### src/rtl/uart_pkg.sv
// Shared definitions for the CSR mailbox UART host bridge: mailbox offsets,
// word encoding and the bridge state encoding.
package uart_pkg;

  localparam logic [3:0]  UART_OFS_RX   = 4'h0;
  localparam logic [3:0]  UART_OFS_TX   = 4'h1;
  localparam int unsigned UART_FULL_BIT = 8;

  typedef enum logic [2:0] {
    StIdle,
    StRdRx,
    StChkRx,
    StWrRx,
    StRdTx,
    StChkTx,
    StClrTx,
    StGap
  } uart_bridge_state_e;

  function automatic logic [13:0] uart_csr_addr(input logic [3:0] bank, input logic [3:0] ofs);
    return {bank, 6'b0, ofs};
  endfunction

endpackage

### src/rtl/uart_bridge_gap_timer.sv
// Countdown for the post-poll idle gap: load starts a Gap-cycle window and
// expired_o marks its final cycle.
module uart_bridge_gap_timer #(
  parameter int unsigned Gap = 16
) (
  input  logic clk_i,
  input  logic rst_ni,
  input  logic load_i,
  output logic expired_o
);

  localparam int unsigned     CntW    = $clog2(Gap + 1);
  localparam logic [CntW-1:0] GapLoad = CntW'(Gap);

  logic [CntW-1:0] cnt_d, cnt_q;

  always_comb begin
    cnt_d = cnt_q;
    if (load_i) begin
      cnt_d = GapLoad;
    end else if (cnt_q != '0) begin
      cnt_d = cnt_q - CntW'(1);
    end
  end

  always_ff @(posedge clk_i or negedge rst_ni) begin
    if (!rst_ni) begin
      cnt_q <= '0;
    end else begin
      cnt_q <= cnt_d;
    end
  end

  assign expired_o = (cnt_q == CntW'(1));

endmodule

### src/rtl/uart_host_bridge.sv
// Host-side agent for the CSR mailbox UART: posts stream bytes into RX and drains TX.
// Define UART_HOST_BRIDGE_GAP_EN to idle POLL_GAP cycles after each unproductive poll.
module uart_host_bridge
  import uart_pkg::*;
#(
  parameter logic [3:0]  csr_addr = 4'h0,
  parameter int unsigned POLL_GAP = 16
) (
  input  logic        sys_clk,
  input  logic        sys_rst_n,
  output logic [13:0] csr_a,
  output logic        csr_we,
  output logic [31:0] csr_di,
  input  logic [31:0] csr_do,
  input  logic [7:0]  tx_data,
  input  logic        tx_valid,
  output logic        tx_ready,
  output logic [7:0]  rx_data,
  output logic        rx_valid,
  input  logic        rx_ready
);

  localparam logic [13:0] AddrRx = uart_csr_addr(csr_addr, UART_OFS_RX);
  localparam logic [13:0] AddrTx = uart_csr_addr(csr_addr, UART_OFS_TX);

  uart_bridge_state_e state_q;
  logic [13:0]        csr_a_q;
  logic               csr_we_q;
  logic [31:0]        csr_di_q;
  logic               tx_ready_q;
  logic [7:0]         rx_data_q;
  logic               rx_valid_q;
  logic               send_first_q;
  logic               gap_expired;

`ifdef UART_HOST_BRIDGE_GAP_EN
  localparam uart_bridge_state_e StAfterPoll = StGap;

  logic gap_load;

  // Loads exactly on the CHK -> GAP transition.
  assign gap_load = ((state_q == StChkRx) && (csr_do != '0)) ||
                    ((state_q == StChkTx) && !csr_do[UART_FULL_BIT]);

  uart_bridge_gap_timer #(
    .Gap (POLL_GAP)
  ) u_gap_timer (
    .clk_i     (sys_clk),
    .rst_ni    (sys_rst_n),
    .load_i    (gap_load),
    .expired_o (gap_expired)
  );
`else
  localparam uart_bridge_state_e StAfterPoll = StIdle;

  assign gap_expired = 1'b1;

  // POLL_GAP only shapes the build with the gap enabled.
  if (POLL_GAP == 0) begin : g_no_gap
  end
`endif

  always_ff @(posedge sys_clk or negedge sys_rst_n) begin
    if (!sys_rst_n) begin
      state_q      <= StIdle;
      csr_a_q      <= '0;
      csr_we_q     <= 1'b0;
      csr_di_q     <= '0;
      tx_ready_q   <= 1'b0;
      rx_data_q    <= '0;
      rx_valid_q   <= 1'b0;
      send_first_q <= 1'b1;
    end else begin
      csr_we_q   <= 1'b0;
      csr_di_q   <= '0;
      tx_ready_q <= 1'b0;
      if (rx_valid_q && rx_ready) begin
        rx_valid_q <= 1'b0;
      end

      case (state_q)
        StIdle: begin
          // Send wins when it is its turn or when receive has nothing to ask for.
          if (tx_valid && (send_first_q || rx_valid_q)) begin
            state_q      <= StRdRx;
            csr_a_q      <= AddrRx;
            send_first_q <= 1'b0;
          end else if (!rx_valid_q) begin
            state_q      <= StRdTx;
            csr_a_q      <= AddrTx;
            send_first_q <= 1'b1;
          end
        end
        StRdRx:  state_q <= StChkRx;
        StChkRx: begin
          if (csr_do == '0) begin
            state_q    <= StWrRx;
            csr_we_q   <= 1'b1;
            csr_di_q   <= {23'b0, 1'b1, tx_data};
            tx_ready_q <= 1'b1;
          end else begin
            state_q <= StAfterPoll;
          end
        end
        StWrRx:  state_q <= StIdle;
        StRdTx:  state_q <= StChkTx;
        StChkTx: begin
          if (csr_do[UART_FULL_BIT]) begin
            state_q   <= StClrTx;
            csr_we_q  <= 1'b1;
            rx_data_q <= csr_do[7:0];
          end else begin
            state_q <= StAfterPoll;
          end
        end
        StClrTx: begin
          state_q    <= StIdle;
          rx_valid_q <= 1'b1;
        end
        StGap: begin
          if (gap_expired) begin
            state_q <= StIdle;
          end
        end
        default: state_q <= StIdle;
      endcase
    end
  end

  assign csr_a    = csr_a_q;
  assign csr_we   = csr_we_q;
  assign csr_di   = csr_di_q;
  assign tx_ready = tx_ready_q;
  assign rx_data  = rx_data_q;
  assign rx_valid = rx_valid_q;

endmodule

### config.mk
export PLATFORM = sky130hd
export DESIGN_NAME = uart_host_bridge
export DESIGN_NICKNAME = d
export VERILOG_FILES = /design/src/rtl/uart_pkg.sv /design/src/rtl/uart_bridge_gap_timer.sv /design/src/rtl/uart_host_bridge.sv
export SDC_FILE = /design/constraint.sdc
export NUM_CORES = 1
export LEC_CHECK = 0
export BUFFER_PORTS_ARGS = -buffer_cell sky130_fd_sc_hd__buf_2
export CAP_MARGIN = 20
export CORE_ASPECT_RATIO = 0.7
export CORE_UTILIZATION = 40
export DETAILED_ROUTE_END_ITERATION = 8
export HOLD_SLACK_MARGIN = 0.15
export PLACE_DENSITY = 0.89
export SETUP_SLACK_MARGIN = 0.15
export SYNTH_ARGS = -nofsm -noshare
export SYNTH_HDL_FRONTEND = slang
export SYNTH_SLANG_ARGS = --single-unit
### constraint.sdc
create_clock -name sys_clk -period 1.4 [get_ports sys_clk]
set_input_delay 0 -clock sys_clk [delete_from_list [all_inputs] [get_ports sys_clk]]
set_output_delay 0 -clock sys_clk [all_outputs]
set_load 0.02 [all_outputs]
==> run_results.csv <==
group,metric,value,unit
cells_and_area,fin_area,1950,um^2
timing,relSlewSlack,65.3,%
clocking,cts_buffer_depth,2,
synthesis,synth_cells,127,
place,placed_cells,237,
timing,finalSetupViolations,0,
synthesis,synth_area_leader_cell,"dfrtp_1",
clocking,cts_buffers,3,
synthesis,avgSynthCellArea,10.8,um^2
timing,tns,0,ns
timing,grt_setup_unrepaired,"yes",
run,drv_cap,0,
synthesis,synth_area_leaders,"dfrtp_1 42%, buf_4 21%, nor4_2 9.1%",
route,first_iter_violations,21,
timing,hold_viol,0,
route,drtAntennaViolNets,0,
worst_setup_path,crit_fanout,12,
floorplanning,core_area,3210,um^2
floorplanning,row_count,17,
global_routing,grt_util_met1,19.9,%
floorplanning,die_x,71.9,um
place,place.gp.congestion,0.751,
global_routing,use_met3,4.54,%
timing,skew,0.00230,ns
synthesis,synth.cell_area,1370,um^2
global_routing,grt_antenna_before_repair,0,
status,status,"complete, no violations",
floorplanning,initial_core_util,42.6,%
timing,fin_crit,1.29,ns
floorplanning,die_y,50.9,um
synthesis,ys_ff_latch,24,
place,post-dp-hpwl,2.10,mm
synthesis,synth.top_cell.area_share,42.0,%
global_routing,grt_usage,17.1,%
clocking,clk_root_buffer_cell,"clkbuf_8",
route,vias,1170,
cells_and_area,drive_gt1_share,46.1,%
route,wl,3.25,mm
worst_setup_path,critical_path_required,1.57,ns
power_and_ir_drop,power_per_cell_area,1420,nW/um^2
global_routing,grt_pass1_wl,4.76,mm
clocking,clk_latency,0.26,ns
place,io_buffer_count,64,
cells_and_area,instances_no_fill,264,
worst_setup_path,crit_path_end_kind,"flop",
power_and_ir_drop,total_power,2.77,mW
worst_setup_path,crit_type,"reg -> reg",
route,post_drt_wl_per_cell,12.3,um
cells_and_area,area_delta_synth_final,42.4,%
cells_and_area,fin_util,60.7,%
global_routing,grt_pass1_vias,1100,
worst_hold_path,hp-class,"in -> reg",
clocking,tritoncts,"yes",
clocking,clkTransAtPathRegs,0.08,ns
timing,max_freq,778,MHz
timing,hold_slack,0.218,ns
place,pre_cts_slack,0.0687,ns
floorplanning,dieArea,3660,um^2
global_routing,top_usage_layer,"met2",
synthesis,synth_seq_area_share,44.0,%
global_routing,grt_overflow,0,
clocking,clock_sinks,24,
synthesis,ys_types,24,
route,routed_via_density,4.43,
timing,drv_slew,0,
place,place_area,1600,um^2
floorplanning,ios,101,
global_routing,grt_max_degree,25,
worst_setup_path,worstPathArrival,1.45,ns
timing,worst_slack,0.115,ns
global_routing,met2_usage,31.1,%
power_and_ir_drop,p_leak,1.01,nW
cells_and_area,final_nets,262,
timing,worst_pin_slew,0.520,ns
clocking,htreeDepth,1,
synthesis,synth_warnings,0,
power_and_ir_drop,peakVddDrop,0.960,mV
timing,finalCritPeriodShare,91.8,%
route,drc,0,
cells_and_area,diodes,0,
worst_setup_path,crit_path_start_kind,"flop",
route,drt-pass1-iter-count,4,
==> Yosys cell counts <==
master / number
nand4_1: 1
dfstp_2: 1
dfrtp_1: 23
o21ai_0: 3
buf_6: 2
mux2_2: 8
buf_4: 38
nand3_1: 2
o21bai_1: 1
a21oi_1: 2
nor2_1: 4
inv_1: 10
nor3_1: 3
and2b_1: 2
buf_2: 1
o31ai_2: 1
nand3_2: 1
o31ai_1: 2
nor4_2: 10
a31oi_1: 1
a211o_1: 1
nor4_1: 7
conb_1: 1
nand2_1: 2
==> final cells by class <==
class	instances	area [um^2]
fill	269	1260
multi-input combinational	88	629
inverter	10	37.5
clock buffer	4	45.0
tap	47	58.8
timing repair buffer	91	577
sequential	24	602
==> logic make-up after synthesis <==
group	count (synthesis)	synth area share, %
muxes	8	6.58
and+or+nand+nor	32	18.1
buffers and inverters	51	25.6
AOI/OAI and AO/OA	11	5.48
other	1	0.274
DFF	24	44.0
==> worst paths after layout <==
path,start,to,slack (ns),cells after the start
worst min-delay path,csr_do[28],csr_di[0],0.22,5
min in group asynchronous,sys_rst_n,csr_a[0],0.24,2
worst max register to register,state_q[1],state_q[0],0.11,5
max in group asynchronous,sys_rst_n,send_first_q,0.80,2
worst max-delay path,state_q[1],state_q[0],0.11,5
worst min register to register,csr_a[0],csr_a[0],0.50,2
==> layout by cell type (no fill, tap or decap) <==
master	count
o21ai_0	2
clkbuf_8	3
nor4_1	4
o31ai_1	2
buf_2	64
o31ai_2	1
and2b_2	1
buf_4	6
and2b_1	1
o21ai_1	1
inv_1	10
nor4_2	11
mux2_4	5
dfrtp_1	23
nand4_1	1
clkbuf_1	1
a31oi_1	1
dfstp_2	1
nor3_1	3
nor2_1	4
conb_1	36
mux2_2	3
nand3_4	2
nor4_4	2
o21bai_1	1
buf_6	1
a211o_1	1
dlygate4sd3_1	20
nand2_1	2
a21oi_1	2
nand3_1	2
==> registers in the layout, summed over array words and instances, names as in the netlist <==
name,count
rx_data,8
state_q,3
csr_we,1
send_first_q,1
csr_a,1
csr_di,9
rx_valid,1
==> critical path, cell delays in order (launching register included) <==
cell and delay, ns:
dfrtp_1 0.34, buf_4 0.16, and2b_1 0.15, nand3_1 0.07
buf_4 0.21, o31ai_1 0.25
==> metal layers <==
layer  share of wire (%)  wire (um)
met1                  39       1280
met2                  52       1700
met3                 6.6        214
met4                 1.7         55
met5                   0          0
==> report_power, final <==
group	switching, mW	internal, mW	leakage, nW
Combinational	0.734	0.564	0.683
Clock	0.206	0.203	0.0228
Sequential	0.147	0.912	0.307
Total	1.09	1.68	1.01
==> repair_timing <==
item | CTS | global route
hold buffers | 20 | 0
setup buffers | 1 | 1
cloned | 0 | 1
gates resized for setup | 1 | 14
pin swaps | 0 | 1
setup endpoints to repair | 17 | 22
hold endpoints to repair | 45 | 0
No activity file was read; power rests on OpenSTA's default activity.
